**src/rtl/clk_div_multi.sv**
```systemverilog
// Multi-channel programmable clock divider with double-buffered period/high-time
// configuration that is applied only at period boundaries, plus a global phase-align sync.
module clk_div_multi #(
   parameter int N_CH  = 4,
   parameter int CNT_W = 32,
   parameter int CH_W  = (N_CH > 1) ? $clog2(N_CH) : 1
) (
   input  logic             clk,
   input  logic             reset,
   input  logic [N_CH-1:0]  en,
   input  logic             sync,
   input  logic             cfg_wr,
   input  logic [CH_W-1:0]  cfg_ch,
   input  logic [CNT_W-1:0] cfg_period,
   input  logic [CNT_W-1:0] cfg_high,
   output logic [N_CH-1:0]  clk_o,
   output logic [N_CH-1:0]  tick_o,
   output logic [N_CH-1:0]  pending_o
);

   genvar gi;
   generate
      for (gi = 0; gi < N_CH; gi++) begin : g_ch
         logic [CNT_W-1:0] count_q, count_d;
         logic [CNT_W-1:0] act_p_q, act_p_d;
         logic [CNT_W-1:0] act_h_q, act_h_d;
         logic [CNT_W-1:0] sh_p_q, sh_p_d;
         logic [CNT_W-1:0] sh_h_q, sh_h_d;
         logic             pend_q, pend_d;
         logic             run_q, run_d;
         logic             clk_q, clk_d;
         logic             tick_q, tick_d;
         logic             wr_hit;
         logic             wrap;
         logic             stopped;

         always_comb begin
            // Out-of-range channel numbers never match any gi, so those writes are dropped.
            wr_hit  = cfg_wr && (cfg_ch == CH_W'(gi));
            stopped = !en[gi] || (act_p_q == '0);
            wrap    = run_q && (count_q == act_p_q - CNT_W'(1));

            sh_p_d  = sh_p_q;
            sh_h_d  = sh_h_q;
            act_p_d = act_p_q;
            act_h_d = act_h_q;
            pend_d  = pend_q;
            count_d = '0;

            if (wr_hit) begin
               sh_p_d = cfg_period;
               sh_h_d = cfg_high;
               pend_d = 1'b1;
            end

            if (sync && en[gi]) begin
               // A write in the sync cycle is the newest config and is taken directly.
               if (wr_hit) begin
                  act_p_d = cfg_period;
                  act_h_d = cfg_high;
                  pend_d  = 1'b0;
               end else if (pend_q) begin
                  act_p_d = sh_p_q;
                  act_h_d = sh_h_q;
                  pend_d  = 1'b0;
               end
            end else if (pend_q && (wrap || stopped)) begin
               // The old shadow goes live; a write landing on this same edge stays pending.
               act_p_d = sh_p_q;
               act_h_d = sh_h_q;
               pend_d  = wr_hit;
            end else if (run_q && en[gi] && !wrap) begin
               count_d = count_q + CNT_W'(1);
            end

            run_d  = en[gi] && (act_p_d != '0);
            clk_d  = run_d && (count_d < act_h_d);
            tick_d = run_d && (count_d == '0);
         end

         always_ff @(posedge clk) begin
            if (reset) begin
               count_q <= '0;
               act_p_q <= '0;
               act_h_q <= '0;
               sh_p_q  <= '0;
               sh_h_q  <= '0;
               pend_q  <= 1'b0;
               run_q   <= 1'b0;
               clk_q   <= 1'b0;
               tick_q  <= 1'b0;
            end else begin
               count_q <= count_d;
               act_p_q <= act_p_d;
               act_h_q <= act_h_d;
               sh_p_q  <= sh_p_d;
               sh_h_q  <= sh_h_d;
               pend_q  <= pend_d;
               run_q   <= run_d;
               clk_q   <= clk_d;
               tick_q  <= tick_d;
            end
         end

         assign clk_o[gi]     = clk_q;
         assign tick_o[gi]    = tick_q;
         assign pending_o[gi] = pend_q;
      end
   endgenerate

endmodule
```
**config.mk**
```make
export PLATFORM = sky130hd
export DESIGN_NAME = clk_div_multi
export DESIGN_NICKNAME = d
export VERILOG_FILES = /design/src/rtl/clk_div_multi.sv
export SDC_FILE = /design/constraint.sdc
export NUM_CORES = 2
export LEC_CHECK = 0
export CELL_PAD_IN_SITES_DETAIL_PLACEMENT = 1
export CELL_PAD_IN_SITES_GLOBAL_PLACEMENT = 1
export CORE_MARGIN = 10
export CORE_UTILIZATION = 40
export DETAILED_ROUTE_END_ITERATION = 12
export PLACE_DENSITY = 0.68
export SLEW_MARGIN = 0
export SYNTH_ARGS = -nofsm -noshare
export SYNTH_HDL_FRONTEND = slang
export SYNTH_SLANG_ARGS = --single-unit
```
**constraint.sdc**
```tcl
create_clock -name clk -period 14.1 [get_ports clk]
set_input_delay 4.23 -clock clk [delete_from_list [all_inputs] [get_ports clk]]
set_output_delay 4.23 -clock clk [all_outputs]
set_load 0.1 [all_outputs]
```
==> impl_metrics.json <==
{
  "start_util_pct": 40.2,
  "grt_overflow": 0,
  "synth_top_cell_area_share_pct": 33.3,
  "worstPathMaxFanout": 53,
  "die-area_sq_um": 111000,
  "min_from": "g_ch[2].sh_h_q[9]",
  "clk_latency_ns": 0.66,
  "seq_area_frac_synth_pct": 33.3,
  "clock-root-buffer": "clkbuf_16",
  "powerDensity_nw_per_um2": 112,
  "drive_above_1_share_pct": 4.95,
  "gp_congestion": 0.881,
  "portBuffers": 85,
  "antenna_found_initial": 8,
  "fin_crit_sh_pct": 60.0,
  "cp-endpoint": "g_ch[3].tick_q",
  "ff2ff_path_depth": 24,
  "nFillCells": 11826,
  "hpwl_microns": 104000,
  "yosysUniqueCellTypes": 84,
  "crit_start": "cfg_ch[1]",
  "hold_buffers": 0,
  "final_nets": 5174,
  "die_height_microns": 334,
  "htreeDepth": 3,
  "clock_skew_ns": 0.0285,
  "critPathKind": "primary input to register",
  "syn_nets": 5344,
  "multi_input_area_sq_um": 24500,
  "clk_pin_slew_ns": 0.05,
  "finalSetupViolCount": 0,
  "pwr-share-clk_pct": 44.7,
  "routedWlPerCell_microns": 23.6,
  "dr.pass1.iters": 5,
  "power_frac_comb_pct": 14.3,
  "tightest_slew_ns": 1.16,
  "internal-power_uw": 3430,
  "p_leak_uw": 0.0164,
  "grt_pass1_vias": 36703,
  "fin_setup_tns_ns": 0,
  "switchingPower_uw": 1420,
  "period_needed_ns": 8.45,
  "cap_violations": 0,
  "yosys_warnings": 0,
  "slew_headroom_pct": 22.0,
  "vias": 37076,
  "hold_viol_final": 0,
  "antenna_left": 0,
  "cts_max_path_buffers": 3,
  "wirelength_microns": 149000,
  "async_flop_share_pct": 0,
  "synth_cells": 5138,
  "end_kind": "register",
  "cts_sinks": 656,
  "p_total_uw": 4860,
  "design_area_sq_um": 43500,
  "routed_via_density": 5.87,
  "yosys-top-cells-area": "dfxtp_1, mux2i_1, nor2_1",
  "area_growth_pct": 10.4,
  "synth-edff-count": 0,
  "mappedNetlistArea_sq_um": 39400,
  "cts_tree": "built",
  "row_count": 115,
  "synth-seq-cells": 656,
  "cp_data_required_time_ns": 14.67,
  "grt_max_degree": 163,
  "grt_usage_pct": 25.8,
  "pin_count": 86,
  "drtIter0Drc": 2664,
  "worstPathArrival_ns": 9.03,
  "cts_made_buffers": 80,
  "drc": 0,
  "rsz0062_at_grt": "false",
  "synth-main-ff-cell": "dfxtp_1",
  "core-area_sq_um": 98000,
  "swShare_pct": 29.3,
  "ir_drop_mv": 0.0803,
  "r2r-start": "g_ch[3].act_p_q[5]",
  "grt_pass1_wl_microns": 228000,
  "outcome": "completed",
  "pwr-share-seq_pct": 41.0,
  "drv_slew": 0,
  "post-synth-top-area-cell": "dfxtp_1",
  "reg2reg_to": "g_ch[3].clk_q",
  "worst_setup_path_start_kind": "primary input",
  "regArea_sq_um": 13100,
  "rrSetupSlack_ns": 7.07,
  "avgSynthCellArea_sq_um": 7.67,
  "placed_area_sq_um": 40800,
  "die_w_microns": 334,
  "post-cts-setup-buffers": 0,
  "post_cts_resize_count": 0,
  "hold_path.class": "register to register",
  "fmax_ghz": 0.118
}
[Yosys cell counts, types with 45 or more instances]
| cell type | number |
|---|---|
| nand3_1 | 106 |
| nand4_1 | 88 |
| mux2i_1 | 453 |
| nor4_1 | 94 |
| dfxtp_1 | 656 |
| ha_1 | 132 |
| a21oi_1 | 490 |
| a211oi_1 | 92 |
| o21ai_0 | 295 |
| nand2_1 | 655 |
| clkbuf_1 | 310 |
| inv_1 | 52 |
| xor2_1 | 132 |
| nor3_1 | 127 |
| buf_1 | 45 |
| nor2_1 | 726 |
| xnor2_1 | 144 |
[per-layer routing]
layer	up-vias	global-route usage [%]	wire, microns
met2	690	43.3	69400
met5	-	0	13
met4	2	8.98	5660
met1	18396	34.0	68400
met3	207	3.04	5770
li1	17781	-	-
[final cells by class]
class,instances,area share [%]
Sequential cell,656,30.2
Tap cell,1287,3.70
Inverter,53,0.457
Antenna cell,2,0.0115
Timing Repair Buffer,140,2.95
Multi-Input combinational cell,4037,56.4
Clock buffer,119,5.50
Clock inverter,27,0.719
[kinds of logic after synthesis]
logic type               count (synthesis)  synth area share, %
AO/OA/AOI/OAI                         1100                 16.2
AND/OR/NAND/NOR                       2070                 23.9
adder cells (fa/ha/maj)                132                 4.19
multiplexers                           458                 11.7
XOR/XNOR                               277                 6.19
buffers and inverters                  445                 4.54
flip-flops                             656                 33.3
[critical path: stages]
cell and delay, ns:
clkdlybuf4s50_1 0.73, and3_4 0.66, buf_4 0.57, nand2_1 0.49
nand2_1 0.67, and2_1 0.64, o221ai_1 0.30, nor3b_1 0.21
nand4_1 0.10, o21ai_1 0.18, nor3_1 0.22
[power groups by stage]
stage	combinational, uW	clock, uW	sequential (uW)
2_1_floorplan	483	0	1980
3_3_place_gp	677	0	2030
3_5_place_dp	686	0	2030
4_1_cts	691	2220	1990
5_1_grt	755	2280	2000
6_report	694	2170	1990
[sequential cells by signal, summed over array words and instances, names as in the netlist]
name and count:
g_ch.act_h_q 128, g_ch.act_p_q 128, g_ch.count_q 128, g_ch.sh_h_q 128, g_ch.sh_p_q 128, g_ch.clk_q 4
g_ch.pend_q 4, g_ch.run_q 4, g_ch.tick_q 4
[cell usage in the layout (no fill, tap or decap), types with 10 or more instances in the layout]
master	instances
o22ai_1	33
nand2_1	652
and2_1	11
o21ai_0	295
or2_2	21
nand2b_1	31
dfxtp_1	652
nor2_1	725
buf_4	54
and3_1	40
clkbuf_8	18
o211ai_1	12
and4_1	13
clkdlybuf4s50_1	84
o221ai_1	19
nor2b_1	36
nor3_1	127
nand3_1	105
or3_1	28
a211oi_1	92
nand4_1	88
a21o_1	36
a31oi_1	14
nor4b_1	10
or4_1	34
inv_1	52
xnor2_1	144
xor2_1	132
ha_1	132
a21oi_1	490
clkinv_2	12
nor4_1	94
mux2i_1	453
o31ai_1	19
clkbuf_16	83
nor3b_1	10
clkbuf_1	18
[how the worst min path moves through the flow]
stage                          to  slack [ns]  cells past startpoint
2_1_floorplan  g_ch[3].sh_p_q[14]        0.44                      2
4_1_cts        g_ch[1].sh_h_q[14]        0.47                      2
5_1_grt        g_ch[3].sh_h_q[30]        0.49                      2
3_3_place_gp    g_ch[1].sh_p_q[7]        0.45                      2
6_report        g_ch[2].sh_h_q[9]        0.47                      2
3_5_place_dp   g_ch[1].sh_h_q[20]        0.47                      2
[stage by stage]
stage                     hold slack (ns)  utilization, %  std cells  setup slack [ns]
after floorplan                     0.444               -       5138              6.48
after global placement              0.455            41.6       6173              5.24
after detailed placement            0.466            41.6       6173              5.11
after CTS                           0.474            44.4       6319              5.77
after global routing                0.488            44.4       6320              5.40
final                               0.472            44.4       6321              5.65
Power figures use the tool's default switching activity.
